## config.mk

```make
export PLATFORM = sky130hd
export DESIGN_NAME = idct_1d_seq
export DESIGN_NICKNAME = d
export VERILOG_FILES = /design/src/rtl/idct_1d_seq.sv
export SDC_FILE = /design/constraint.sdc
export NUM_CORES = 2
export LEC_CHECK = 0
export BUFFER_PORTS_ARGS = -buffer_cell sky130_fd_sc_hd__buf_2
export CAP_MARGIN = 5
export CORE_MARGIN = 5
export CORE_UTILIZATION = 54
export CTS_CLUSTER_SIZE = 24
export DETAILED_ROUTE_END_ITERATION = 6
export PLACE_DENSITY = 0.76
export SYNTH_ARGS = -nofsm -noshare
export SYNTH_HDL_FRONTEND = slang
export SYNTH_SLANG_ARGS = --single-unit
```

## constraint.sdc

```tcl
create_clock -name clk -period 16.38 [get_ports clk]
set_input_delay 3.276 -clock clk [delete_from_list [all_inputs] [get_ports clk]]
set_output_delay 3.276 -clock clk [all_outputs]
set_load 0.01 [all_outputs]
```

## src/rtl/idct_1d_seq.sv

```systemverilog
// Sequential 8-point 1-D inverse DCT built around one shared MAC; sign-magnitude Q11.4 in and out.
// Defining IDCT_SAT_FLAG_EN adds the sat_flag output (a result of the current set was clipped).
module idct_1d_seq #(
    parameter int DW    = 16,
    parameter int FRAC  = 4,
    parameter int CW    = 16,
    parameter int CFRAC = 14
) (
    input  logic          clk,
    input  logic          rst,
    input  logic          in_valid,
    output logic          in_ready,
    input  logic [DW-1:0] Y0,
    input  logic [DW-1:0] Y1,
    input  logic [DW-1:0] Y2,
    input  logic [DW-1:0] Y3,
    input  logic [DW-1:0] Y4,
    input  logic [DW-1:0] Y5,
    input  logic [DW-1:0] Y6,
    input  logic [DW-1:0] Y7,
    output logic          out_valid,
    input  logic          out_ready,
    output logic [DW-1:0] y0,
    output logic [DW-1:0] y1,
    output logic [DW-1:0] y2,
    output logic [DW-1:0] y3,
    output logic [DW-1:0] y4,
    output logic [DW-1:0] y5,
    output logic [DW-1:0] y6,
    output logic [DW-1:0] y7
`ifdef IDCT_SAT_FLAG_EN
    ,
    output logic          sat_flag
`endif
);

    // state | meaning
    // IDLE  | ready for a coefficient set
    // CALC  | 64 MAC cycles, k inner loop, n outer loop
    // DONE  | results held until the consumer takes them
    localparam logic [1:0] IDLE = 2'd0;
    localparam logic [1:0] CALC = 2'd1;
    localparam logic [1:0] DONE = 2'd2;

    localparam int XW    = DW + 1;
    localparam int PW    = XW + CW;
    localparam int AW    = PW + 2;
    // Inputs and outputs share FRAC, so only the ROM scale has to be shifted out.
    localparam int SHIFT = (FRAC + CFRAC) - FRAC;
    localparam logic signed [AW-1:0] MAXV = AW'((2 ** (DW - 1)) - 1);
    localparam logic signed [AW-1:0] RND  = AW'(2 ** (SHIFT - 1));

    function automatic logic signed [XW-1:0] sm_to_tc(input logic [DW-1:0] v);
        logic signed [XW-1:0] m;
        m = {2'b00, v[DW-2:0]};
        return v[DW-1] ? -m : m;
    endfunction

    // Folds the phase (2n+1)k mod 32 onto the first quadrant of cos(p*pi/16).
    function automatic logic signed [CW-1:0] rom(input logic [2:0] n, input logic [2:0] k);
        logic [4:0]           p;
        logic [3:0]           j;
        logic                 neg;
        logic signed [CW-1:0] v;
        p   = {1'b0, n, 1'b1} * {2'b00, k};
        neg = 1'b0;
        if (p > 5'd16) p = 5'd0 - p;
        if (p > 5'd8) begin
            neg = 1'b1;
            j   = 4'(5'd16 - p);
        end else begin
            j = p[3:0];
        end
        case (j)
            4'd0:    v = CW'(8192);
            4'd1:    v = CW'(8035);
            4'd2:    v = CW'(7568);
            4'd3:    v = CW'(6811);
            4'd4:    v = CW'(5793);
            4'd5:    v = CW'(4551);
            4'd6:    v = CW'(3135);
            4'd7:    v = CW'(1598);
            default: v = '0;
        endcase
        if (k == 3'd0) v = CW'(5793);
        return neg ? -v : v;
    endfunction

    logic [1:0]           state;
    logic [2:0]           n;
    logic [2:0]           k;
    logic                 out_valid_q;
    logic [DW-1:0]        coef_in [8];
    logic signed [XW-1:0] x_reg [8];
    logic [DW-1:0]        y_reg [8];
    logic signed [CW-1:0] coef;
    logic signed [PW-1:0] prod;
    logic signed [AW-1:0] acc;
    logic signed [AW-1:0] acc_sum;
    logic signed [AW-1:0] acc_rnd;
    logic signed [AW-1:0] r_full;
    logic                 ovf;
    logic [DW-2:0]        mag;
    logic [DW-1:0]        y_new;
`ifdef IDCT_SAT_FLAG_EN
    logic                 sat_q;
`endif

    assign coef_in[0] = Y0;
    assign coef_in[1] = Y1;
    assign coef_in[2] = Y2;
    assign coef_in[3] = Y3;
    assign coef_in[4] = Y4;
    assign coef_in[5] = Y5;
    assign coef_in[6] = Y6;
    assign coef_in[7] = Y7;

    assign coef    = rom(n, k);
    assign prod    = PW'(x_reg[k]) * PW'(coef);
    assign acc_sum = acc + {{(AW-PW){prod[PW-1]}}, prod};
    assign acc_rnd = acc_sum + RND;
    assign r_full  = acc_rnd >>> SHIFT;
    assign ovf     = (r_full > MAXV) || (r_full < -MAXV);
    // A zero result keeps sign 0, so 0x8000 is never produced.
    assign mag     = ovf ? '1 : (DW-1)'(r_full[AW-1] ? -r_full : r_full);
    assign y_new   = {r_full[AW-1], mag};

    always_ff @(posedge clk or posedge rst) begin
        if (rst) begin
            state       <= IDLE;
            n           <= '0;
            k           <= '0;
            acc         <= '0;
            out_valid_q <= 1'b0;
`ifdef IDCT_SAT_FLAG_EN
            sat_q       <= 1'b0;
`endif
            for (int i = 0; i < 8; i++) begin
                x_reg[i] <= '0;
                y_reg[i] <= '0;
            end
        end else begin
            case (state)
                IDLE: begin
                    if (in_valid) begin
                        for (int i = 0; i < 8; i++) x_reg[i] <= sm_to_tc(coef_in[i]);
                        acc   <= '0;
                        n     <= '0;
                        k     <= '0;
`ifdef IDCT_SAT_FLAG_EN
                        sat_q <= 1'b0;
`endif
                        state <= CALC;
                    end
                end
                CALC: begin
                    k <= k + 3'd1;
                    if (k == 3'd7) begin
                        y_reg[n] <= y_new;
                        acc      <= '0;
                        n        <= n + 3'd1;
`ifdef IDCT_SAT_FLAG_EN
                        sat_q    <= sat_q | ovf;
`endif
                        if (n == 3'd7) state <= DONE;
                    end else begin
                        acc <= acc_sum;
                    end
                end
                DONE: begin
                    if (out_valid_q && out_ready) begin
                        out_valid_q <= 1'b0;
                        state       <= IDLE;
                    end else begin
                        out_valid_q <= 1'b1;
                    end
                end
                default: state <= IDLE;
            endcase
        end
    end

    assign in_ready  = (state == IDLE) && !rst;
    assign out_valid = out_valid_q;
    assign y0 = y_reg[0];
    assign y1 = y_reg[1];
    assign y2 = y_reg[2];
    assign y3 = y_reg[3];
    assign y4 = y_reg[4];
    assign y5 = y_reg[5];
    assign y6 = y_reg[6];
    assign y7 = y_reg[7];
`ifdef IDCT_SAT_FLAG_EN
    assign sat_flag = sat_q;
`endif

endmodule

```

==> impl_metrics.env <==
export IMPL_clk_latency_ps=570
export IMPL_max_freq_mhz=63.8
export IMPL_avgViaCountPerCell=5.79
export IMPL_cp_max_fo=13
export IMPL_clockBufferDepth=3
export IMPL_synthAdderAreaFrac=0.251
export IMPL_numCtsBuffers=36
export IMPL_final_cell_count_no_fill=4232
export IMPL_synth_simple_gate_area_share=0.178
export IMPL_finalCritPeriodShare=0.957
export IMPL_path_class="flip-flop to flip-flop"
export IMPL_cts_tree="done"
export IMPL_synthArstFlopShare=1.00
export IMPL_drcViolationCount=0
export IMPL_root_buffer="clkbuf_16"
export IMPL_dp_cells=4167
export IMPL_finalCoreUtilization=0.608
export IMPL_dr_pass1_iters=5
export IMPL_htreeDepth=2
export IMPL_antenna_left=0
export IMPL_largest_reg_flops=136
export IMPL_n_antenna_cell=0
export IMPL_status="finished, final reports clean"
export IMPL_syn_avg_cell_area_um2=8.91
export IMPL_cp_end_kind="flip-flop"
export IMPL_ys_ff_latch=308
export IMPL_grt_pass1_wl_um=130000
export IMPL_antenna_found_initial=1
export IMPL_port_buffers=261
export IMPL_hold_viol_final=0
export IMPL_cp_arrival_ps=16120
export IMPL_synth_top_family_by_area="adder cells"
export IMPL_start_kind="flip-flop"
export IMPL_max_slew_margin=0.0986
export IMPL_die_y_um=243
export IMPL_grt_pass1_vias=24700
export IMPL_die_area_mm2=0.0593
export IMPL_ys_warn_count=0
export IMPL_rsz0062_at_grt="no"
export IMPL_die_width_um=243
export IMPL_synthesis_instances=3303
export IMPL_place_hpwl_um=62200
export IMPL_layout_common_cells="nand2_1 (492), inv_1 (374), nor2_1 (306), dfrtp_1 (305), fa_1 (280)"
export IMPL_period_minus_slack_ps=15670
export IMPL_cap_violations=0
export IMPL_syn_num_nets=3857
export IMPL_vias=24500
export IMPL_synthDistinctLibCells=101
export IMPL_critPathSlowestCell="o31ai_2"
export IMPL_cts_num_sinks=308
export IMPL_critPathBufInv=8
export IMPL_yosysSeqAreaShare=0.262
export IMPL_drive_gt1_frac=0.147
export IMPL_tns_ps=0
export IMPL_setup_violations=0
export IMPL_synth_xor_area_frac=0.0599
export IMPL_reg2reg_setup_slack_ps=710
export IMPL_drtIter0Drc=2033
export IMPL_synth_edf_count=0
export IMPL_path_clk_slew_ps=60
export IMPL_layout_commonest_cell="nand2_1"
export IMPL_area_delta_synth_final_pct=11.4
export IMPL_crit_required_ps=16830
export IMPL_routabilityCongestion=0.975
export IMPL_wl_per_cell_um=19.0
export IMPL_routed_wl_um=80200
export IMPL_finalNetCount=4066
export IMPL_start_util=0.546
export IMPL_syn_area_mm2=0.0294
export IMPL_slew_violations=0
export IMPL_worst_pin_slew_ps=1340
export IMPL_ios=262
export IMPL_core_mm2=0.0539
export IMPL_critPathTopFamily="adder cells"
export IMPL_num_rows=85
export IMPL_min_path_type="flip-flop to flip-flop"
export IMPL_overflow=0
export IMPL_clock_skew_ps=27.6
export IMPL_whs_ps=472
export IMPL_synth_mux_area_frac=0.0451
export IMPL_grt_start_max_net_pins=125
export IMPL_grtUsageTotal=0.269
export IMPL_max_stage_delay_ps=560
export IMPL_synth_compound_area_frac=0.136
export IMPL_ys_flop_type="dfrtp_1"
==> per-layer routing <==
layer,vias up,share of wire,track usage
met2,962,0.46,0.434
met5,-,0,0
met1,12000,0.43,0.384
li1,11300,-,-
met3,169,0.080,0.0468
met4,0,0.028,0.0666
==> through the flow <==
step           worst slack, ps  instance area, um^2
2_1_floorplan              231                29400
3_3_place_gp               838                31400
3_5_place_dp               489                31400
4_1_cts                    439                32700
5_1_grt                   19.3                32800
6_report                   708                32800
==> area by class of cell <==
| type | instances | area (um^2) |
|---|---|---|
| Clock buffer | 45 | 985 |
| Timing Repair Buffer | 311 | 1680 |
| Inverter | 376 | 1420 |
| Tap cell | 696 | 871 |
| Sequential cell | 308 | 7710 |
| Clock inverter | 17 | 309 |
| Fill cell | 4549 | 21100 |
| Multi-Input combinational cell | 2479 | 19800 |
==> final timing paths <==
path,from,endpoint,cells after the start
setup / recovery,n[0]$_DFFE_PP0P_,y5[12]$_DFFE_PP0P_,58
hold / removal,y7[3]$_DFFE_PP0P_,y7[3]$_DFFE_PP0P_,2
setup reg to reg,n[0]$_DFFE_PP0P_,y5[12]$_DFFE_PP0P_,58
hold reg to reg,y7[3]$_DFFE_PP0P_,y7[3]$_DFFE_PP0P_,2
max in group asynchronous,rst,x_reg[130]$_DFFE_PP0P_,4
min in group asynchronous,rst,y7[12]$_DFFE_PP0P_,2
==> timing repair <==
item	in CTS	in global routing
setup endpoints to repair	0	120
buffers inserted	0	1
hold buffers	0	0
resized for setup	0	13
==> cells in the mapped netlist, types with 5 or more instances <==
| library cell | count | area share |
|---|---|---|
| nor3_1 | 29 | 0.0049 |
| mux2i_1 | 19 | 0.0065 |
| a22o_1 | 20 | 0.0060 |
| xnor2_1 | 75 | 0.022 |
| ha_1 | 142 | 0.060 |
| nand2b_1 | 51 | 0.011 |
| xor2_1 | 122 | 0.036 |
| buf_2 | 15 | 0.0026 |
| nor2b_1 | 25 | 0.0053 |
| or2_2 | 20 | 0.0043 |
| o21bai_1 | 6 | 0.0015 |
| nor2_1 | 307 | 0.039 |
| a211o_1 | 9 | 0.0027 |
| or3_1 | 66 | 0.014 |
| mux2_2 | 33 | 0.013 |
| a211oi_1 | 15 | 0.0038 |
| o41ai_1 | 10 | 0.0030 |
| o21ai_0 | 241 | 0.041 |
| o31ai_1 | 49 | 0.012 |
| inv_1 | 375 | 0.048 |
| nand4_1 | 14 | 0.0030 |
| a21o_1 | 36 | 0.0092 |
| o21a_1 | 12 | 0.0031 |
| and3_1 | 25 | 0.0053 |
| buf_1 | 16 | 0.0020 |
| o21ai_1 | 10 | 0.0017 |
| nand3_1 | 26 | 0.0044 |
| dfrtp_1 | 308 | 0.26 |
| nand2_1 | 493 | 0.063 |
| mux4_2 | 34 | 0.026 |
| a21oi_1 | 110 | 0.019 |
| nor4_1 | 14 | 0.0030 |
| fa_1 | 280 | 0.19 |
| clkbuf_1 | 103 | 0.013 |
| a31oi_1 | 25 | 0.0053 |
| and2_1 | 38 | 0.0081 |
| o211ai_1 | 10 | 0.0026 |
| buf_6 | 5 | 0.0019 |
==> cells by family (layout without fill, tap and decap cells) <==
logic type	after synthesis	in the layout
AO/OA/AOI/OAI	624	626
XOR/XNOR	199	199
adder cells (fa/ha/maj)	422	422
buffers and inverters	518	749
flip-flops	308	308
multiplexers	86	86
AND/OR/NAND/NOR	1146	1146
==> tightest hold or removal path, delay by kind of cell, from the launching register on <==
family | cells | cell delay, ps
DFF | 1 | 330
AOI/OAI and AO/OA | 1 | 60
and+or+nand+nor | 1 | 50
Power is not shown: default switching activity piles up to over one toggle a cycle in this logic, so the estimate is an artifact.
